[src/rtl/ram2video_scaled.sv]
// Line-buffer to video timing generator with vertical line repeat and optional
// scanline darkening. Reads one buffer word per picture pixel and emits
// {R,G,B} with syncs and data enable, two clocks after the read address.
module ram2video_scaled #(
   parameter int unsigned H_TOTAL      = 858,
   parameter int unsigned H_VISIBLE    = 720,
   parameter int unsigned H_SYNC_START = 736,
   parameter int unsigned H_SYNC_WIDTH = 62,
   parameter bit          H_SYNC_POL   = 1'b0,
   parameter int unsigned V_TOTAL      = 525,
   parameter int unsigned V_VISIBLE    = 480,
   parameter int unsigned V_SYNC_START = 489,
   parameter int unsigned V_SYNC_WIDTH = 6,
   parameter bit          V_SYNC_POL   = 1'b0,
   parameter int unsigned H_OFFSET     = 40,
   parameter int unsigned V_OFFSET     = 0,
   parameter int unsigned LINE_LEN     = 640,
   parameter int unsigned ADDR_BITS    = 15,
   parameter int unsigned DEPTH        = 2 ** ADDR_BITS,
   parameter int unsigned CH_W         = 8
) (
   input  logic                 clock,
   input  logic                 reset,
   input  logic                 starttrigger,
   input  logic [1:0]           line_repeat,
   input  logic                 scanline_en,
   input  logic [4:0]           scanline_level,
   input  logic [3*CH_W-1:0]    rddata,
   output logic [ADDR_BITS-1:0] rdaddr,
   output logic [3*CH_W-1:0]    video_out,
   output logic                 hsync,
   output logic                 vsync,
   output logic                 de,
   output logic                 restart,
   output logic                 frame_start
);

   localparam int unsigned XW = $clog2(H_TOTAL);
   localparam int unsigned YW = $clog2(V_TOTAL);
   localparam int unsigned PW = 3 * CH_W;

   localparam logic [XW-1:0] XLast  = XW'(H_TOTAL - 1);
   localparam logic [XW-1:0] XPicLo = XW'(H_OFFSET);
   localparam logic [XW-1:0] XPicHi = XW'(H_VISIBLE - H_OFFSET);
   localparam logic [XW-1:0] XVis   = XW'(H_VISIBLE);
   localparam logic [XW-1:0] XHsLo  = XW'(H_SYNC_START);
   localparam logic [XW-1:0] XHsHi  = XW'(H_SYNC_START + H_SYNC_WIDTH);
   localparam logic [YW-1:0] YLast  = YW'(V_TOTAL - 1);
   localparam logic [YW-1:0] YPicLo = YW'(V_OFFSET);
   localparam logic [YW-1:0] YPicHi = YW'(V_VISIBLE - V_OFFSET);
   localparam logic [YW-1:0] YVis   = YW'(V_VISIBLE);
   localparam logic [YW-1:0] YVsLo  = YW'(V_SYNC_START);
   localparam logic [YW-1:0] YVsHi  = YW'(V_SYNC_START + V_SYNC_WIDTH);

   localparam logic [ADDR_BITS-1:0] XaddrMax = ADDR_BITS'(LINE_LEN - 1);
   localparam logic [ADDR_BITS-1:0] LineLen  = ADDR_BITS'(LINE_LEN);

   typedef enum logic [0:0] {StIdle, StRun} state_e;

   state_e               state_q, state_d;
   logic [XW-1:0]        x_q, x_d;
   logic [YW-1:0]        y_q, y_d;
   logic [1:0]           sub_q, sub_d;
   logic [ADDR_BITS-1:0] base_q, base_d;
   logic [ADDR_BITS-1:0] xaddr_q, xaddr_d;
   logic [1:0]           lr_q;
   logic                 restart_q, restart_d;

   logic                 de1_q, hs1_q, vs1_q, pic1_q, scan1_q;
   logic                 de_q, hs_q, vs_q;
   logic [PW-1:0]        video_q, pix_d;

   logic                 run;
   logic                 vs_area;
   logic [XW-1:0]        x_next;

   function automatic logic pic_x(input logic [XW-1:0] x);
      return (x >= XPicLo) && (x < XPicHi);
   endfunction

   function automatic logic pic_y(input logic [YW-1:0] y);
      return (y >= YPicLo) && (y < YPicHi);
   endfunction

   // Channel gain in sixteenths; levels above 16 clamp to unity.
   function automatic logic [CH_W-1:0] dim(input logic [CH_W-1:0] c, input logic [4:0] lvl);
      logic [4:0]      g;
      logic [CH_W+4:0] p;
      g = (lvl > 5'd16) ? 5'd16 : lvl;
      p = {5'b0, c} * {{CH_W{1'b0}}, g};
      return p[CH_W+3:4];
   endfunction

   assign run    = (state_q == StRun);
   assign x_next = (x_q == XLast) ? '0 : x_q + 1'b1;

   // Next state, counters and buffer addressing.
   always_comb begin
      state_d   = state_q;
      x_d       = x_q;
      y_d       = y_q;
      sub_d     = sub_q;
      base_d    = base_q;
      xaddr_d   = xaddr_q;
      restart_d = 1'b0;
      unique case (state_q)
         StIdle: begin
            if (starttrigger) begin
               state_d   = StRun;
               restart_d = 1'b1;
            end
         end
         StRun: begin
            if (line_repeat != lr_q) begin
               state_d = StIdle;
            end else begin
               x_d = x_next;
               if (pic_x(x_next)) begin
                  if (pic_x(x_q)) xaddr_d = (xaddr_q == XaddrMax) ? xaddr_q : xaddr_q + 1'b1;
                  else            xaddr_d = '0;
               end else begin
                  xaddr_d = '0;
               end
               if (x_q == XLast) begin
                  y_d = (y_q == YLast) ? '0 : y_q + 1'b1;
                  if (y_q == YLast) begin
                     sub_d  = '0;
                     base_d = '0;
                  end else if (pic_y(y_q)) begin
                     if (sub_q == line_repeat) begin
                        sub_d = '0;
                        // Wrap rather than let a source line run past the buffer end.
                        if (int'(base_q) + 2 * int'(LINE_LEN) > int'(DEPTH)) base_d = '0;
                        else                                                 base_d = base_q + LineLen;
                     end else begin
                        sub_d = sub_q + 1'b1;
                     end
                  end
               end
            end
         end
      endcase
      if (state_d != state_q) begin
         x_d     = XPicLo;
         y_d     = YPicLo;
         sub_d   = '0;
         base_d  = '0;
         xaddr_d = '0;
      end
   end

   // State, counter and control registers.
   always_ff @(posedge clock or negedge reset) begin
      if (!reset) begin
         state_q   <= StIdle;
         x_q       <= XPicLo;
         y_q       <= YPicLo;
         sub_q     <= '0;
         base_q    <= '0;
         xaddr_q   <= '0;
         lr_q      <= '0;
         restart_q <= 1'b0;
      end else begin
         state_q   <= state_d;
         x_q       <= x_d;
         y_q       <= y_d;
         sub_q     <= sub_d;
         base_q    <= base_d;
         xaddr_q   <= xaddr_d;
         lr_q      <= line_repeat;
         restart_q <= restart_d;
      end
   end

   assign rdaddr      = (run && pic_x(x_q) && pic_y(y_q)) ? base_q + xaddr_q : '0;
   assign frame_start = run && (x_q == '0) && (y_q == '0);

   // vsync edges are aligned to the hsync leading edge.
   assign vs_area = ((y_q == YVsLo) && (x_q >= XHsLo)) ||
                    ((y_q > YVsLo) && (y_q < YVsHi)) ||
                    ((y_q == YVsHi) && (x_q < XHsLo));

   // Pixel data for the second pipeline stage, darkened on scanlines.
   always_comb begin
      pix_d = '0;
      if (pic1_q) begin
         pix_d = rddata;
         if (scan1_q && scanline_en) begin
            for (int c = 0; c < 3; c++) begin
               pix_d[c*CH_W +: CH_W] = dim(rddata[c*CH_W +: CH_W], scanline_level);
            end
         end
      end
   end

   // Two-stage output pipeline matching the one-cycle buffer read latency.
   always_ff @(posedge clock or negedge reset) begin
      if (!reset) begin
         de1_q   <= 1'b0;
         hs1_q   <= 1'b0;
         vs1_q   <= 1'b0;
         pic1_q  <= 1'b0;
         scan1_q <= 1'b0;
         de_q    <= 1'b0;
         hs_q    <= 1'b0;
         vs_q    <= 1'b0;
         video_q <= '0;
      end else if (state_d != StRun) begin
         de1_q   <= 1'b0;
         hs1_q   <= 1'b0;
         vs1_q   <= 1'b0;
         pic1_q  <= 1'b0;
         scan1_q <= 1'b0;
         de_q    <= 1'b0;
         hs_q    <= 1'b0;
         vs_q    <= 1'b0;
         video_q <= '0;
      end else begin
         de1_q   <= run && (x_q < XVis) && (y_q < YVis);
         hs1_q   <= run && (x_q >= XHsLo) && (x_q < XHsHi);
         vs1_q   <= run && vs_area;
         pic1_q  <= run && pic_x(x_q) && pic_y(y_q);
         scan1_q <= run && (line_repeat != 2'd0) && (sub_q == line_repeat);
         de_q    <= de1_q;
         hs_q    <= hs1_q;
         vs_q    <= vs1_q;
         video_q <= pix_d;
      end
   end

   assign video_out = video_q;
   assign de        = de_q;
   assign hsync     = hs_q ? H_SYNC_POL : ~H_SYNC_POL;
   assign vsync     = vs_q ? V_SYNC_POL : ~V_SYNC_POL;
   assign restart   = restart_q;

endmodule
[config.mk]
export PLATFORM = sky130hd
export DESIGN_NAME = ram2video_scaled
export DESIGN_NICKNAME = d
export VERILOG_FILES = /design/src/rtl/ram2video_scaled.sv
export SDC_FILE = /design/constraint.sdc
export NUM_CORES = 1
export LEC_CHECK = 0
export ABC_AREA = 1
export BUFFER_PORTS_ARGS = -buffer_cell sky130_fd_sc_hd__buf_2
export CAP_MARGIN = 40
export CELL_PAD_IN_SITES_DETAIL_PLACEMENT = 1
export CELL_PAD_IN_SITES_GLOBAL_PLACEMENT = 1
export CORE_MARGIN = 2
export CORE_UTILIZATION = 48
export DETAILED_ROUTE_END_ITERATION = 10
export HOLD_SLACK_MARGIN = 0.03
export PLACE_DENSITY_LB_ADDON = 0.1
export RECOVER_POWER = 50
export SETUP_SLACK_MARGIN = 0.1
export SLEW_MARGIN = 20
export SYNTH_ARGS = -nofsm -noshare
export SYNTH_HDL_FRONTEND = slang
export SYNTH_SLANG_ARGS = --single-unit
[constraint.sdc]
create_clock -name clock -period 4.45 [get_ports clock]
set_clock_uncertainty 0.1 [all_clocks]
set_input_delay 0.89 -clock clock [delete_from_list [all_inputs] [get_ports clock]]
set_output_delay 0.89 -clock clock [all_outputs]
set_load 0.03 [all_outputs]
==> impl_metrics.ini <==
[floorplan]
dieArea_um2 = 18420
start_util_pct = 48.65
num_io_pins = 79
die_x_um = 135.7
die_h_um = 135.7
core_area_um2 = 17120
rows = 48

[clock_tree]
insertion_delay_ns = 0.35
cts_tree = built
cts.sinks = 81
cts.htree.levels = 3
cts_buffers = 9
cts.reportedPaths.clkPinSlew_ns = 0.07
ctsLongestPathBuffers = 2
cts_root_buf = clkbuf_16

[global_routing]
grt_pass1_vias = 8772
overflow = 0
grt.total_usage_pct = 28.63
grt_max_degree = 54
grt_pass1_wl_um = 41880
antenna_found_initial = 0

[drt]
viasPerCell = 5.384
ant_nets = 0
post-route-drc-count = 0
finalWirelength_um = 28640
vias = 8405
dr.pass1.iters = 5
drt-initial-drc-count = 419
wire_per_inst_um = 18.35

[timing]
period_share_pct = 99.44
worst_pin_slew_ns = 2.504
fmax_ghz = 0.2260
rsz0062_at_grt = true
drv_slew = 54
final.setup.worst_slack_ns = 0.02470
slew_headroom_pct = -66.91
hold_viol_final = 0
fin_crit_ns = 4.425
setup-violations-final = 0
whs_ns = 0.4004

[min_path]
min_to = hs_q
min_from = hs1_q
hp-class = reg2reg
whs_path_depth = 2

[finish]
fill_cells = 2226
drive_gt1_share_pct = 18.86
final_util_pct = 59.88
nNetsFinal = 1484
antenna_cells = 0
areaGrowthSynthToFinish_pct = 23.06

[synth]
synth_nets = 1344
synth.top_cell.area_share_pct = 23.74
synth_area_per_cell_um2 = 6.992
synth.largest_area_cell = dfrtp_1
seq_area_frac_synth_pct = 24.37
yosysMostFrequentCell = nand2_1
synth_edf_count = 0
synthTopCellsByArea = dfrtp_1, nand2_1, fa_1
ys_ff_latch = 81
synth_ff_type = dfrtp_1
syn_inst = 1191
async_flop_share_pct = 100.0
synthTopCellsByCount = nand2_1, inv_1, nor2_1
synth_area_um2 = 8328
yosys_warnings = 0
synth_cell_types = 50

[status]
violations = capacitance limit, slew limit
status = finished with violations

[placed_design]
dp_slack_ns = -0.3175
place.gp.congestion = 0.8573
dp_hpwl_um = 19780
portBuffers = 78

[worst_setup_path]
start_kind = input port
r2r_start = lr_q[1]
critPathMaxFanout = 8
reg2reg_to = base_q[12]
critPathArrivalTime_ns = 4.61
r2r_slack_ns = 1.11
path_class = in2reg
r2r_cells = 11
endpoint_kind = flop
cp_data_required_time_ns = 4.63

[power]
power_density_nw_per_um2 = 288.3
p_leak_nw = 5.582
vdd_drop_max_mv = 0.2163

[flow_run]
drv_cap = 1
## sequential cells by signal (all words and copies together) (netlist names)
signal     count
video_out     24
hs_q           1
lr_q           2
de1_q          1
sub_q          2
run            1
base_q         8
xaddr_q       15
scan1_q        1
pic1_q         1
x_q           10
y_q           10
hs1_q          1
vs1_q          1
vs_q           1
restart        1
de             1
## layer usage
metal,track usage [%],share of wire (%),up-vias
met5,0,0,-
met3,2.768,2.9,74
met1,34.02,41,4156
met4,8.449,3.2,0
li1,-,-,3984
met2,54.32,53,191
## layout by cell type, fill, tap and decap left out, types with 4 or more instances in the layout
cell / count
clkbuf_16: 10
o21ai_2: 4
inv_2: 14
clkbuf_1: 14
o21ai_1: 9
nor3b_1: 6
nand2_2: 13
nand2_1: 260
xnor2_1: 15
nor2_4: 15
xor2_1: 25
buf_4: 64
fa_1: 48
dfrtp_1: 79
inv_1: 226
a211oi_2: 5
nand2_8: 4
nand3_1: 70
nor4_1: 6
ha_1: 60
a21oi_2: 6
ha_4: 10
nor2_2: 10
nand4_1: 12
nor2_1: 138
nor3_1: 26
a21oi_1: 34
buf_2: 65
o21ai_0: 28
o22ai_1: 6
## final cells by class
cell class / count / area [µm²] / area share [%]
Multi-Input combinational cell: 844 / 5732 / 55.93
Timing Repair Buffer: 149 / 970.9 / 9.474
Sequential cell: 81 / 2029 / 19.80
Clock buffer: 10 / 229.0 / 2.234
Clock inverter: 6 / 75.07 / 0.7325
Inverter: 246 / 930.9 / 9.083
Tap cell: 225 / 281.5 / 2.747
## kinds of logic (layout without fill, tap and decap cells)
kind of cell,after synthesis,in the layout,synth area share [%]
simple gates,572,573,29.30
buf+inv,267,411,12.35
fa+ha+maj,118,118,22.06
compound gates,113,113,7.722
flops,81,81,24.37
xor+xnor,40,40,4.207
## metrics by stage
step           instance area [µm²]  power, mW  TNS [ns]  std cells
2_1_floorplan                 8422      1.575         0       1191
3_3_place_gp                  9468      1.933    -2.211       1537
3_5_place_dp                  9523      1.989    -3.981       1539
4_1_cts                       9832      2.801         0       1555
5_1_grt                      10250      3.122   -0.3323       1561
6_report                     10250      2.955         0       1561
## worst max-delay path by stage
| stage | endpoint | from | slack [ns] |
|---|---|---|---|
| 2_1_floorplan | video_out[23] | scanline_level[2] | 0.10 |
| 6_report | video_out[15] | scanline_level[2] | 0.02 |
| 4_1_cts | video_out[15] | scanline_level[2] | 0.11 |
| 3_3_place_gp | video_out[15] | scanline_level[2] | -0.23 |
| 5_1_grt | video_out[18] | scanline_level[2] | -0.16 |
| 3_5_place_dp | video_out[7] | scanline_level[2] | -0.32 |
## worst max-delay path, stage by stage
cell	delay [ns]
buf_2	0.12
nor2_2	0.11
nand2_2	0.09
nand2_8	0.13
nand2_8	0.11
inv_4	0.09
nand2_1	0.07
fa_1	0.53
fa_1	0.45
fa_1	0.55
inv_1	0.05
ha_1	0.34
a21oi_1	0.34
o21ai_2	0.12
a211oi_2	0.24
nand3_1	0.13
nand2_1	0.10
nor2_1	0.05
nor2_1	0.09
## report_power, final
| part | switching, mW | internal (mW) |
|---|---|---|
| Sequential | 0.0622 | 0.786 |
| Combinational | 0.793 | 0.507 |
| Clock | 0.362 | 0.445 |
| Total | 1.22 | 1.74 |
## timing repair
item | CTS | global route
setup endpoints to repair | 4 | 20
cloned | 0 | 2
hold buffers | 0 | 0
gates resized for setup | 3 | 101
pin swaps | 0 | 60
setup buffers | 0 | 4
No activity file was read; power rests on OpenSTA's default activity.
